--- src/rtl/boot_loader_if.sv ---
// Byte-stream and memory-write bundle of the boot loader.
// master = loader side, slave = upstream source / memory side.
interface boot_loader_if #(
    parameter int unsigned ADDRWIDTH = 16
) ();
    logic                 rx_valid;
    logic [7:0]           rx_data;
    logic                 rx_ready;
    logic                 mem_write;
    logic                 mem_select;
    logic [ADDRWIDTH-1:0] mem_addr;
    logic [31:0]          mem_wdata;
    logic                 core_nreset;
    logic                 busy;
    logic                 error;

    modport master (
        input  rx_valid, rx_data,
        output rx_ready, mem_write, mem_select, mem_addr, mem_wdata,
               core_nreset, busy, error
    );

    modport slave (
        output rx_valid, rx_data,
        input  rx_ready, mem_write, mem_select, mem_addr, mem_wdata,
               core_nreset, busy, error
    );
endinterface

--- src/rtl/boot_loader.sv ---
// Framed byte-stream loader: fills instruction ROM / data RAM, holds the core in reset until RUN.
// Optional macro LOADER_CHECKSUM_EN adds a trailing XOR checksum byte to every load frame.
module boot_loader #(
    parameter int unsigned ADDRWIDTH = 16
) (
    input  logic          clock,
    input  logic          nreset,
    boot_loader_if.master bus
);
    localparam int unsigned WORDW = 32;
    localparam int unsigned BYTEW = 8;
    localparam int unsigned IDXW  = 2;

    localparam logic [BYTEW-1:0] CMD_ROM = 8'h01;
    localparam logic [BYTEW-1:0] CMD_RAM = 8'h02;
    localparam logic [BYTEW-1:0] CMD_RUN = 8'h03;

`ifdef LOADER_CHECKSUM_EN
    typedef enum logic [3:0] {
        IDLE, CNT0, CNT1, ADR0, ADR1, DATA, WRITE, CHK, RUN
    } state_e;
    localparam state_e LAST_ST = CHK;
`else
    typedef enum logic [3:0] {
        IDLE, CNT0, CNT1, ADR0, ADR1, DATA, WRITE, RUN
    } state_e;
    localparam state_e LAST_ST = IDLE;
`endif

    state_e               state_q, state_d;
    logic                 sel_q, sel_d;
    logic [ADDRWIDTH-1:0] addr_q, addr_d;
    logic [ADDRWIDTH-1:0] cnt_q, cnt_d;
    logic [BYTEW-1:0]     lo_q, lo_d;
    logic [WORDW-1:0]     wdata_q, wdata_d;
    logic [IDXW-1:0]      idx_q, idx_d;
    logic                 err_q, err_d;
`ifdef LOADER_CHECKSUM_EN
    logic [BYTEW-1:0]     xor_q, xor_d;
`endif

    logic rx_ready_c;
    logic busy_c;
    logic accept;

    // Handshake and status are pure decodes of the registered state.
    assign rx_ready_c = (state_q != WRITE) && (state_q != RUN);
    assign busy_c     = (state_q != IDLE) && (state_q != RUN);
    assign accept     = bus.rx_valid && rx_ready_c;

    assign bus.rx_ready    = rx_ready_c;
    assign bus.busy        = busy_c;
    assign bus.mem_write   = (state_q == WRITE);
    assign bus.core_nreset = (state_q == RUN);
    assign bus.mem_select  = sel_q;
    assign bus.mem_addr    = addr_q;
    assign bus.mem_wdata   = wdata_q;
    assign bus.error       = err_q;

    always_ff @(posedge clock or negedge nreset) begin
        if (!nreset) begin
            state_q <= IDLE;
            sel_q   <= 1'b0;
            addr_q  <= '0;
            cnt_q   <= '0;
            lo_q    <= '0;
            wdata_q <= '0;
            idx_q   <= '0;
            err_q   <= 1'b0;
`ifdef LOADER_CHECKSUM_EN
            xor_q   <= '0;
`endif
        end else begin
            state_q <= state_d;
            sel_q   <= sel_d;
            addr_q  <= addr_d;
            cnt_q   <= cnt_d;
            lo_q    <= lo_d;
            wdata_q <= wdata_d;
            idx_q   <= idx_d;
            err_q   <= err_d;
`ifdef LOADER_CHECKSUM_EN
            xor_q   <= xor_d;
`endif
        end
    end

    always_comb begin
        state_d = state_q;
        sel_d   = sel_q;
        addr_d  = addr_q;
        cnt_d   = cnt_q;
        lo_d    = lo_q;
        wdata_d = wdata_q;
        idx_d   = idx_q;
        err_d   = err_q;
`ifdef LOADER_CHECKSUM_EN
        xor_d   = xor_q;
`endif

        case (state_q)
            IDLE: begin
                idx_d = '0;
`ifdef LOADER_CHECKSUM_EN
                xor_d = '0;
`endif
                if (accept) begin
                    case (bus.rx_data)
                        CMD_ROM: begin
                            sel_d   = 1'b0;
                            state_d = CNT0;
                        end
                        CMD_RAM: begin
                            sel_d   = 1'b1;
                            state_d = CNT0;
                        end
                        CMD_RUN: state_d = RUN;
                        default: err_d = 1'b1;
                    endcase
                end
            end
            CNT0: if (accept) begin
                lo_d    = bus.rx_data;
                state_d = CNT1;
            end
            CNT1: if (accept) begin
                cnt_d   = ADDRWIDTH'({bus.rx_data, lo_q});
                state_d = ADR0;
            end
            ADR0: if (accept) begin
                lo_d    = bus.rx_data;
                state_d = ADR1;
            end
            ADR1: if (accept) begin
                addr_d  = ADDRWIDTH'({bus.rx_data, lo_q});
                state_d = (cnt_q == '0) ? LAST_ST : DATA;
            end
            // Bytes arrive LSB first, so shift in from the top.
            DATA: if (accept) begin
                wdata_d = {bus.rx_data, wdata_q[WORDW-1:BYTEW]};
                idx_d   = idx_q + IDXW'(1);
                if (idx_q == IDXW'(3)) state_d = WRITE;
            end
            WRITE: begin
                cnt_d = cnt_q - ADDRWIDTH'(1);
                if (cnt_q != ADDRWIDTH'(1)) begin
                    addr_d  = addr_q + ADDRWIDTH'(1);
                    state_d = DATA;
                end else begin
                    state_d = LAST_ST;
                end
            end
`ifdef LOADER_CHECKSUM_EN
            CHK: if (accept) begin
                if (bus.rx_data != xor_q) err_d = 1'b1;
                state_d = IDLE;
            end
`endif
            RUN: state_d = RUN;
            default: state_d = IDLE;
        endcase

`ifdef LOADER_CHECKSUM_EN
        // Running XOR over every field byte after the command byte.
        if (accept && busy_c && (state_q != CHK)) xor_d = xor_q ^ bus.rx_data;
`endif
    end
endmodule

--- src/flat_wrapper.sv ---
// flat-port wrapper written by rule: the top's interface ports become plain ports
module boot_loader_flat 
#(
    parameter int unsigned ADDRWIDTH = 16
)
  (clock, nreset, bus_rx_valid, bus_rx_data, bus_rx_ready, bus_mem_write, bus_mem_select, bus_mem_addr, bus_mem_wdata, bus_core_nreset, bus_busy, bus_error);
  boot_loader_if #(.ADDRWIDTH(ADDRWIDTH)) bus_i ();
  input  logic clock;
  input  logic nreset;
  input wire logic [$bits(bus_i.rx_valid)-1:0] bus_rx_valid;
  input wire logic [$bits(bus_i.rx_data)-1:0] bus_rx_data;
  output wire logic [$bits(bus_i.rx_ready)-1:0] bus_rx_ready;
  output wire logic [$bits(bus_i.mem_write)-1:0] bus_mem_write;
  output wire logic [$bits(bus_i.mem_select)-1:0] bus_mem_select;
  output wire logic [$bits(bus_i.mem_addr)-1:0] bus_mem_addr;
  output wire logic [$bits(bus_i.mem_wdata)-1:0] bus_mem_wdata;
  output wire logic [$bits(bus_i.core_nreset)-1:0] bus_core_nreset;
  output wire logic [$bits(bus_i.busy)-1:0] bus_busy;
  output wire logic [$bits(bus_i.error)-1:0] bus_error;
  assign bus_i.rx_valid = bus_rx_valid;
  assign bus_i.rx_data = bus_rx_data;
  assign bus_rx_ready = bus_i.rx_ready;
  assign bus_mem_write = bus_i.mem_write;
  assign bus_mem_select = bus_i.mem_select;
  assign bus_mem_addr = bus_i.mem_addr;
  assign bus_mem_wdata = bus_i.mem_wdata;
  assign bus_core_nreset = bus_i.core_nreset;
  assign bus_busy = bus_i.busy;
  assign bus_error = bus_i.error;
  boot_loader #(.ADDRWIDTH(ADDRWIDTH)) u_core (.clock(clock), .nreset(nreset), .bus(bus_i));
endmodule
--- config.mk ---
export PLATFORM = sky130hd
export DESIGN_NAME = boot_loader_flat
export DESIGN_NICKNAME = d
export VERILOG_FILES = /design/src/rtl/boot_loader_if.sv /design/src/rtl/boot_loader.sv /design/src/flat_wrapper.sv
export SDC_FILE = /design/constraint.sdc
export NUM_CORES = 1
export LEC_CHECK = 0
export CAP_MARGIN = 20
export CORE_ASPECT_RATIO = 0.5
export CORE_MARGIN = 5
export CORE_UTILIZATION = 35
export CTS_CLUSTER_DIAMETER = 30
export DETAILED_ROUTE_END_ITERATION = 7
export PLACE_DENSITY_LB_ADDON = 0.08
export SKIP_LAST_GASP = 1
export SLEW_MARGIN = 20
export SYNTH_ARGS = -nofsm -noshare
export SYNTH_HDL_FRONTEND = slang
export SYNTH_SLANG_ARGS = --single-unit
--- constraint.sdc ---
create_clock -name clock -period 2.1 [get_ports clock]
set_input_delay 0.42 -clock clock [delete_from_list [all_inputs] [get_ports clock]]
set_output_delay 0.42 -clock clock [all_outputs]
set_load 0.01 [all_outputs]
==> results.txt, run 1 <==
----------------------------------------------------
[Finish]
  Diodes inserted ... 0
  Post-layout utilization of the core ... 0.485
  Commonest non-fill, non-tap cells in the layout ... sky130_fd_sc_hd__dfrtp_1, sky130_fd_sc_hd__clkdlybuf4s50_1, sky130_fd_sc_hd__mux2_2
  Post-route non-filler standard cell count ... 620
  Layout cells sized above 1 ... 0.236
  Commonest non-fill, non-tap cell in the layout ... sky130_fd_sc_hd__dfrtp_1
  Post-synthesis to final-layout area growth ... 36.3%
  Filler instances ... 1038
  Final layout net count ... 486

[Routing]
  Mean number of vias per cell ... 5.51
  Number of vias in the routed layout ... 3417
  Drt total wl ... 10800 um
  Post-DRT Antenna Nets ... 0
  First-pass DRT Iterations ... 5
  Routed wirelength normalized by instance count ... 17.4 um
  Detailed Route Iter0 Violations ... 273
  DRC violations left ... 0

[Yosys]
  Post-synthesis compound-gate area fraction ... 0.167
  Number of enable-type register cells in the synthesized netlist ... 0
  Number of distinct library cells after synthesis ... 52
  Part of the Yosys area used for sequential elements ... 0.507
  Basic-gate share of the synthesized area counting and, or, nand and nor cells ... 0.154
  Share of synthesized registers carrying an async set or reset ... 1.00
  Synth top area share ... 0.507
  Count of mapped cells out of synthesis ... 382
  Number of synthesized register bits ... 79
  Synth Area in XOR/XNOR ... 0
  Top cell type by total area after synthesis ... sky130_fd_sc_hd__dfrtp_1
  Area contributors post-synth ... sky130_fd_sc_hd__dfrtp_1, sky130_fd_sc_hd__mux2_2, sky130_fd_sc_hd__a21oi_1, sky130_fd_sc_hd__nand2_1, sky130_fd_sc_hd__o21ai_0
  Dominant combinational cell family by area after synthesis ... compound AO/OA/AOI/OAI gates
  Post-synthesis share of cell area spent on full adders, half adders and majority gates ... 0.0128
  Post-synthesis net count ... 397
  Yosys warnings ... 0
  Most instantiated flip-flop cell in the synthesis netlist ... sky130_fd_sc_hd__dfrtp_1
  Mean instance size in the synthesized netlist ... 10.2 um^2
  Post-synthesis instance area ... 0.00390 mm^2
  Mux contribution to synthesized area ... 0.123

[GRT]
  Antenna violations before repair ... 0
  GRT Total Usage ... 0.161
  Pin count of the biggest net entering global routing ... 52
  Leftover overflow at the end of global routing ... 0
  Via count of the first global-routing pass ... 3256
  Global-route wire length before repair ... 17700 um

[Setup path]
  Cell family with the largest share of critical-path delay ... simple AND/OR/NAND/NOR gates
  Internal reg-to-reg setup slack ... 0.03 ns
  Arrival time at the worst endpoint ... 2.27 ns
  FF-to-FF End ... u_core.state_q[2]
  FF-to-FF path depth ... 5
  Critical register-to-register path startpoint ... u_core.cnt_q[6]
  Type of element capturing the critical path ... register
  Standard cell with the maximum stage delay on the critical path ... sky130_fd_sc_hd__nor4_2
  Ordered list of cells on the worst path ... nor4_2 -> nand3_1 -> o211a_1 -> a21oi_1 -> a41oi_2
  Buffers & Inverters on Critical Path ... 0
  Worst Setup Path Type ... register to register
  Required time of the critical path ... 2.30 ns
  Startpoint type of the worst setup path ... register
  Slowest stage delay, CP ... 0.46 ns
  Critical path peak fanout ... 6

[Floorplan]
  Initial core utilization ... 0.356
  Core footprint ... 0.0109 mm^2
  Die H ... 84.6 um
  Number of standard-cell rows in the floorplan ... 27
  Overall die area ... 0.0135 mm^2
  Die width ... 159 um
  Top-level port count ... 65

[Pwr]
  Power Total ... 8350 uW
  Power density of the placed cells ... 1570 mW/mm^2
  Share of total power in sequential cells ... 0.357
  Worst IR Drop VDD ... 0.682 mV
  Standby leakage power ... 0.00219 uW
  Net switching power ... 2990 uW
  Fraction of power consumed by the clock network ... 0.199
  Fraction of power spent switching nets ... 0.359
  Internal power ... 5360 uW
  Combinational share of power ... 0.444

[Placement]
  Placed wire-length estimate after detailed placement ... 7700 um
  Count of buffers from port buffering ... 64
  Number of instances in the placed design ... 601
  Final RePlAce weighted congestion ... 0.849
  Post-Place Setup Slack ... -0.365 ns

[Clocking]
  CTS max path bufs ... 2
  Number of buffers inserted during clock tree synthesis ... 9
  Number of H-tree branching levels ... 3
  CTS hold repair buffers ... 0
  Clock Latency Late Sink ... 0.34 ns
  Clock Sink Count ... 79
  CTS tree ... yes
  Clock slew at reported path FFs ... 0.07 ns
  Clk root buf ... sky130_fd_sc_hd__clkbuf_16

[Worst hold path]
  Tightest Hold Check Type ... primary input to asynchronous set/reset pin

[STA]
  Worst Tran Pin Value ... 0.457 ns
  Normalized max-slew margin ... 0.693
  Number of endpoints failing setup at the final stage ... 0
  Minimum setup slack in the final design ... 0.0289 ns
  Fraction of the cycle the final worst path needs ... 0.986
  Final-layout setup total negative slack ... 0 ns
  Maximum clock rate ... 483 MHz
  Final min period ... 2.07 ns
  Number of hold-slack violations in the final timing report ... 0
  Number of max-slew violations in the final report ... 0
  Final clock skew ... 0.00959 ns
  RSZ-0062 raised after global routing ... yes

[Job]
  Number of max-cap violations ... 0

[Status]
  Status ... finished clean

----------------------------------------------------
## what timing repair did
item | CTS | global route
endpoints found under the setup margin | 4 | 8
pin swaps | 1 | 4
gates resized for setup | 4 | 9
buffers inserted | 2 | 2
## logic make-up (layout without fill, tap and decap cells)
group           after synthesis  count (layout)
simple gates                120             120
compound gates              101             101
flops                        79              79
mux                          43              43
buf+inv                      35             128
fa+ha+maj                     4               4
## synthesized netlist by cell type (2+ instances only)
cell,n
sky130_fd_sc_hd__or2_2,2
sky130_fd_sc_hd__and3_1,3
sky130_fd_sc_hd__o21ai_0,21
sky130_fd_sc_hd__a41oi_1,3
sky130_fd_sc_hd__dfrtp_1,79
sky130_fd_sc_hd__mux2_2,40
sky130_fd_sc_hd__nor3_1,10
sky130_fd_sc_hd__nor3b_1,2
sky130_fd_sc_hd__nand2b_1,2
sky130_fd_sc_hd__or4_4,2
sky130_fd_sc_hd__buf_2,2
sky130_fd_sc_hd__buf_4,2
sky130_fd_sc_hd__a21oi_1,29
sky130_fd_sc_hd__nor2_1,23
sky130_fd_sc_hd__ha_1,4
sky130_fd_sc_hd__a21o_1,2
sky130_fd_sc_hd__nor4_1,6
sky130_fd_sc_hd__a2bb2oi_1,4
sky130_fd_sc_hd__clkbuf_1,19
sky130_fd_sc_hd__a31oi_1,3
sky130_fd_sc_hd__mux2i_1,3
sky130_fd_sc_hd__inv_1,11
sky130_fd_sc_hd__a311oi_1,4
sky130_fd_sc_hd__a22o_1,2
sky130_fd_sc_hd__nor4_2,2
sky130_fd_sc_hd__or3_1,3
sky130_fd_sc_hd__a22oi_1,3
sky130_fd_sc_hd__nand3_1,17
sky130_fd_sc_hd__o211ai_1,2
sky130_fd_sc_hd__a211oi_1,2
sky130_fd_sc_hd__o22ai_1,12
sky130_fd_sc_hd__nand2_1,36
sky130_fd_sc_hd__o311ai_0,2
sky130_fd_sc_hd__nand4_1,7
## per-layer routing
metal  vias up  share of wire  GRT usage
met5         -              0          0
met4         0         0.0080     0.0356
met3        11          0.070     0.0456
met2       136           0.43      0.237
met1      1672           0.49      0.236
li1       1598              -          -
## flip-flops by register name, summed over array words and instances, names as in the netlist
register	count
u_core.bus.error	1
u_core.lo_q	8
u_core.bus.mem_addr	16
u_core.bus.mem_wdata	32
u_core.idx_q	2
u_core.state_q	3
u_core.bus.mem_select	1
u_core.cnt_q	16
## worst max path at each step
| stage | start | endpoint | slack (ns) | cells past startpoint |
|---|---|---|---|---|
| 4_1_cts | bus_rx_data[3] | u_core.state_q[2] | 0.003 | 5 |
| 3_5_place_dp | bus_rx_data[2] | u_core.state_q[2] | -0.36 | 5 |
| 2_1_floorplan | bus_rx_data[3] | u_core.state_q[1] | 0.19 | 5 |
| 6_report | u_core.cnt_q[6] | u_core.state_q[2] | 0.03 | 5 |
| 5_1_grt | u_core.cnt_q[6] | u_core.state_q[2] | -0.04 | 5 |
| 3_3_place_gp | bus_rx_data[3] | u_core.state_q[1] | -0.33 | 6 |
## through the flow
stage	cell area (um^2)	hold slack [ns]
floorplan	3900	0.124
global placement	4930	0.385
detailed placement	4930	0.382
CTS	5260	0.0196
global route	5310	0.0429
finish	5310	0.0192
## final cells by class
type | count | area (um^2) | share of cell area
clock buffer | 9 | 225 | 0.0424
clock inverter | 6 | 86.3 | 0.0163
inverter | 12 | 45.0 | 0.00848
multi-input combinational | 268 | 1810 | 0.341
sequential | 79 | 1980 | 0.373
tap | 145 | 181 | 0.0342
timing repair buffer | 101 | 981 | 0.185
## power by group through the flow
stage / logic (uW) / clock network [uW] / registers [uW]
4_1_cts: 3680 / 1700 / 2960
2_1_floorplan: 1790 / 0 / 3010
3_3_place_gp: 3590 / 0 / 2940
3_5_place_dp: 3640 / 0 / 2990
5_1_grt: 4060 / 1760 / 3090
6_report: 3710 / 1660 / 2980
No activity file was read; power rests on OpenSTA's default activity.
==> inputs of run 2 (changes only) <==
--- a/config.mk
+++ b/config.mk
@@ -8,8 +8,8 @@
 export CAP_MARGIN = 20
 export CORE_ASPECT_RATIO = 0.5
 export CORE_MARGIN = 5
-export CORE_UTILIZATION = 35
-export CTS_CLUSTER_DIAMETER = 30
+export CORE_UTILIZATION = 30
+export CTS_CLUSTER_DIAMETER = 40
 export DETAILED_ROUTE_END_ITERATION = 7
 export PLACE_DENSITY_LB_ADDON = 0.08
 export SKIP_LAST_GASP = 1
==> run 2 against run 1 <==
  * Utilization is 7.0 points lower
  * Register-to-register slack better by 0.09 ns
  * Via count is 1.2% lower
  * Flip-flop and latch count stayed put
  * Largest power group unchanged
==> results.txt, run 2 (synthesized netlist as in run 1, its figures left out) <==
----------------------------------------------------
[Setup path]
  Startpoint type of the worst setup path ... register
  Required time of the critical path ... 2.37 ns
  Critical path peak fanout ... 4
  Type of element capturing the critical path ... register
  Ordered list of cells on the worst path ... nor4_2 -> nand2_1 -> or3_1 -> or4_1 -> nand3_1
  Cell family with the largest share of critical-path delay ... simple AND/OR/NAND/NOR gates
  Standard cell with the maximum stage delay on the critical path ... sky130_fd_sc_hd__or4_1
  Arrival time at the worst endpoint ... 2.25 ns
  Worst Setup Path Type ... register to register
  Buffers & Inverters on Critical Path ... 0
  Slowest stage delay, CP ... 0.47 ns

[STA]
  Final min period ... 1.98 ns
  Maximum clock rate ... 506 MHz
  Number of max-slew violations in the final report ... 0
  Fraction of the cycle the final worst path needs ... 0.942
  Final-layout setup total negative slack ... 0 ns
  Number of hold-slack violations in the final timing report ... 0
  Normalized max-slew margin ... 0.706
  Final clock skew ... 0.00755 ns
  Worst Tran Pin Value ... 0.441 ns
  Number of endpoints failing setup at the final stage ... 0
  RSZ-0062 raised after global routing ... no

[Finish]
  Commonest non-fill, non-tap cells in the layout ... sky130_fd_sc_hd__dfrtp_1, sky130_fd_sc_hd__clkdlybuf4s50_1, sky130_fd_sc_hd__mux2_2
  Diodes inserted ... 0
  Final layout net count ... 479
  Sequential cell area ... 0.00198 mm^2
  Commonest non-fill, non-tap cell in the layout ... sky130_fd_sc_hd__dfrtp_1
  Post-synthesis to final-layout area growth ... 35.3%
  Filler instances ... 1236
  Area used by multi-input combinational logic ... 0.00179 mm^2
  Finished layout cell area ... 0.00528 mm^2
  Largest register FFs ... 32
  Layout cells sized above 1 ... 0.211

[Status]
  Status ... finished clean

[Clocking]
  Clk root buf ... sky130_fd_sc_hd__clkbuf_16
  CTS tree ... yes
  CTS max path bufs ... 2
  Clock slew at reported path FFs ... 0.06 ns
  Clock Latency Late Sink ... 0.34 ns
  Number of H-tree branching levels ... 3
  Clock Sink Count ... 79
  Number of buffers inserted during clock tree synthesis ... 9

[Worst hold path]
  Tightest Hold Check Type ... primary input to asynchronous set/reset pin

[Floorplan]
  Top-level port count ... 65
  Die H ... 90.6 um
  Initial core utilization ... 0.307
  Die width ... 171 um
  Core footprint ... 0.0127 mm^2
  Overall die area ... 0.0155 mm^2
  Number of standard-cell rows in the floorplan ... 29

[Routing]
  Drt total wl ... 11400 um
  Post-DRT Antenna Nets ... 0
  DRC violations left ... 0
  Routed wirelength normalized by instance count ... 17.8 um
  Mean number of vias per cell ... 5.28
  Detailed Route Iter0 Violations ... 244
  First-pass DRT Iterations ... 5
  Number of vias in the routed layout ... 3375

[GRT]
  Leftover overflow at the end of global routing ... 0
  Via count of the first global-routing pass ... 3364
  Pin count of the biggest net entering global routing ... 51
  Global-route wire length before repair ... 18500 um
  Antenna violations before repair ... 0
  GRT Total Usage ... 0.150

[Placement]
  Placed wire-length estimate after detailed placement ... 8160 um
  Final RePlAce weighted congestion ... 0.845
  Count of buffers from port buffering ... 64
  Cell area after placement ... 0.00492 mm^2

[Job]
  Number of max-cap violations ... 0

[Pwr]
  Power density of the placed cells ... 1570 mW/mm^2
  Worst IR Drop VDD ... 0.659 mV
  Standby leakage power ... 0.00219 uW

----------------------------------------------------
run 2: cell types whose count changed in the layout (fill, tap and decap cells not counted), moves of 3 or more:
cell	before	now
sky130_fd_sc_hd__dfrtp_2	3	0
sky130_fd_sc_hd__dlymetal6s2s_1	2	5
sky130_fd_sc_hd__clkdlybuf4s50_1	59	56
sky130_fd_sc_hd__buf_4	33	27
sky130_fd_sc_hd__dfrtp_1	76	79
run 2: routing by layer:
metal  share of wire  GRT usage
met5               0          0
met4          0.0091     0.0356
met3           0.071     0.0463
met2            0.43      0.223
met1            0.49      0.214
run 2: path summary, 6_finish.rpt:
| check | start | end | slack [ns] | depth (start not counted) |
|---|---|---|---|---|
| setup / recovery | u_core.cnt_q[0] | u_core.cnt_q[15] | 0.12 | 5 |
| hold / removal | nreset | u_core.bus.mem_wdata[29] | 0.03 | 1 |
| setup reg to reg | u_core.cnt_q[0] | u_core.cnt_q[15] | 0.12 | 5 |
| hold reg to reg | u_core.bus.error | u_core.bus.error | 0.49 | 1 |
| max in group asynchronous | nreset | u_core.cnt_q[6] | 1.46 | 2 |
| min in group clock | u_core.bus.error | u_core.bus.error | 0.49 | 1 |
run 2: timing repair:
item	CTS	global route
pin swaps	2	3
setup endpoints to repair	5	4
hold buffers	0	0
resized for setup	4	6
endpoints found under the hold margin	0	0
buffers inserted	1	0
run 2: cell type report:
cell class,instances,share of cell area
sequential,79,0.375
inverter,12,0.00854
clock buffer,11,0.0460
timing repair buffer,94,0.175
clock inverter,5,0.0154
multi-input combinational,268,0.340
tap,170,0.0403
run 2: per-stage QoR:
stage,setup WS [ns],util,cells,hold WS [ns],total power (uW)
6_report,0.122,0.415,639,0.0257,8270
5_1_grt,0.00291,0.415,639,0.0550,8850
4_1_cts,0.0386,0.414,639,0.0413,8350
3_5_place_dp,-0.409,0.387,622,0.404,6600
3_3_place_gp,-0.336,0.387,622,0.389,6490
2_1_floorplan,0.189,-,382,0.124,4800
run 2: power by group:
| group | switching (uW) | internal [uW] | total (uW) |
|---|---|---|---|
| Sequential | 707 | 2260 | 2970 |
| Combinational | 1640 | 1970 | 3610 |
| Clock | 620 | 1070 | 1690 |
==> inputs of run 3 (changes only) <==
--- a/config.mk
+++ b/config.mk
@@ -12,6 +12,7 @@
 export CTS_CLUSTER_DIAMETER = 40
 export DETAILED_ROUTE_END_ITERATION = 7
 export PLACE_DENSITY_LB_ADDON = 0.08
+export SKIP_CTS_REPAIR_TIMING = 1
 export SKIP_LAST_GASP = 1
 export SLEW_MARGIN = 20
 export SYNTH_ARGS = -nofsm -noshare
==> run 3 against run 2 <==
  * Clock-buffer cell count stayed put
  * Hold slack better by 0.0019 ns
  * Maximum frequency is 2.0% lower
  * Clock skew hardly changed
  * Largest power group unchanged
  * Largest cell class unchanged
  * Flip-flop and latch count stayed put
  * Utilization is 0.11 points higher
==> results.txt, run 3 (synthesized netlist as in run 1, its figures left out) <==
----------------------------------------------------
[Routing]
  Routed wirelength normalized by instance count ... 17.8 um
  First-pass DRT Iterations ... 5
  DRC violations left ... 0
  Mean number of vias per cell ... 5.25
  Post-DRT Antenna Nets ... 0
  Detailed Route Iter0 Violations ... 233
  Number of vias in the routed layout ... 3355
  Drt total wl ... 11400 um

[Setup path]
  Startpoint type of the worst setup path ... primary input
  Required time of the critical path ... 2.37 ns
  Arrival time at the worst endpoint ... 2.29 ns
  FF-to-FF path depth ... 6
  Worst Setup Path Type ... primary input to register
  Type of element capturing the critical path ... register
  Critical path peak fanout ... 4

[Finish]
  Post-route non-filler standard cell count ... 639
  Diodes inserted ... 0
  Layout cells sized above 1 ... 0.213
  Final layout net count ... 479
  Commonest non-fill, non-tap cell in the layout ... sky130_fd_sc_hd__dfrtp_1
  Post-layout utilization of the core ... 0.416
  Largest register FFs ... 32
  Finished layout cell area ... 0.00529 mm^2
  Post-synthesis to final-layout area growth ... 35.7%
  Filler instances ... 1236
  Commonest non-fill, non-tap cells in the layout ... sky130_fd_sc_hd__dfrtp_1, sky130_fd_sc_hd__clkdlybuf4s50_1, sky130_fd_sc_hd__mux2_2

[Clocking]
  Number of buffers inserted during clock tree synthesis ... 9
  CTS max path bufs ... 2
  CTS tree ... yes
  Clock slew at reported path FFs ... 0.06 ns
  Clk root buf ... sky130_fd_sc_hd__clkbuf_16
  Clock Sink Count ... 79
  Clock Latency Late Sink ... 0.34 ns
  Number of H-tree branching levels ... 3

[Worst hold path]
  Tightest Hold Check Type ... primary input to asynchronous set/reset pin

[Floorplan]
  Top-level port count ... 65
  Initial core utilization ... 0.307
  Die H ... 90.6 um
  Number of standard-cell rows in the floorplan ... 29
  Overall die area ... 0.0155 mm^2
  Core footprint ... 0.0127 mm^2
  Die width ... 171 um

[STA]
  Final min period ... 2.02 ns
  Maximum clock rate ... 496 MHz
  Fraction of the cycle the final worst path needs ... 0.961
  Normalized max-slew margin ... 0.688
  Final clock skew ... 0.00787 ns
  Worst Tran Pin Value ... 0.463 ns
  RSZ-0062 raised after global routing ... no
  Number of max-slew violations in the final report ... 0
  Number of hold-slack violations in the final timing report ... 0
  Number of endpoints failing setup at the final stage ... 0

[GRT]
  Leftover overflow at the end of global routing ... 0
  Pin count of the biggest net entering global routing ... 51
  Via count of the first global-routing pass ... 3355
  Global-route wire length before repair ... 18500 um
  GRT Total Usage ... 0.150
  Antenna violations before repair ... 0

[Placement]
  Count of buffers from port buffering ... 64
  Placed wire-length estimate after detailed placement ... 8160 um
  Cell area after placement ... 0.00492 mm^2
  Number of instances in the placed design ... 622
  Final RePlAce weighted congestion ... 0.845

[Pwr]
  Worst IR Drop VDD ... 0.659 mV
  Standby leakage power ... 0.00220 uW
  Power Total ... 8300 uW
  Power density of the placed cells ... 1570 mW/mm^2

[Job]
  Number of max-cap violations ... 0

[Status]
  Status ... finished clean

----------------------------------------------------
==> run 3: power breakdown <==
part           leakage, uW  switching, uW  internal (uW)  total [uW]
Sequential        0.000915            713           2260        2970
Clock             0.000156            619           1070        1690
Combinational      0.00113           1640           1990        3630
==> run 3: final cells by class <==
cell class                 count  area (um^2)  share of cell area
timing repair buffer          94          928               0.176
tap                          170          213              0.0402
clock buffer                  11          243              0.0459
clock inverter                 5         81.3              0.0154
sequential                    79         1980               0.374
multi-input combinational    268         1800               0.341
inverter                      12         45.0             0.00852
==> run 3: per-stage QoR <==
step	hold WS, ns	setup TNS, ns	worst slack [ns]
4_1_cts	0.0413	-0.377	-0.234
5_1_grt	0.0550	0	0.00291
6_report	0.0276	0	0.0819
3_5_place_dp	0.404	-1.44	-0.409
3_3_place_gp	0.389	-1.18	-0.336
2_1_floorplan	0.124	0	0.189
==> run 3: per-layer routing <==
metal / wire, um / vias up / global-route usage
met5: 0 / - / 0
met4: 80 / 0 / 0.0356
met3: 787 / 6 / 0.0463
met2: 4920 / 98 / 0.222
met1: 5610 / 1655 / 0.213
li1: - / 1596 / -
==> run 3: worst paths after layout <==
kind	startpoint	to	slack (ns)
max in group asynchronous	nreset	u_core.bus.mem_addr[8]	1.45
worst max-delay path	bus_rx_data[2]	u_core.state_q[1]	0.08
min in group clock	u_core.bus.error	u_core.bus.error	0.50
worst max register to register	u_core.bus.mem_addr[0]	u_core.bus.mem_addr[14]	0.14
worst min register to register	u_core.bus.error	u_core.bus.error	0.50
worst min-delay path	nreset	u_core.bus.mem_wdata[29]	0.03
==> run 3: worst max-delay path, stage by stage <==
cell and delay, ns:
sky130_fd_sc_hd__clkdlybuf4s50_1 0.44, sky130_fd_sc_hd__or4_4 0.48, sky130_fd_sc_hd__or4_4 0.48, sky130_fd_sc_hd__a22o_4 0.25
sky130_fd_sc_hd__o21ai_2 0.05, sky130_fd_sc_hd__o311a_1 0.16
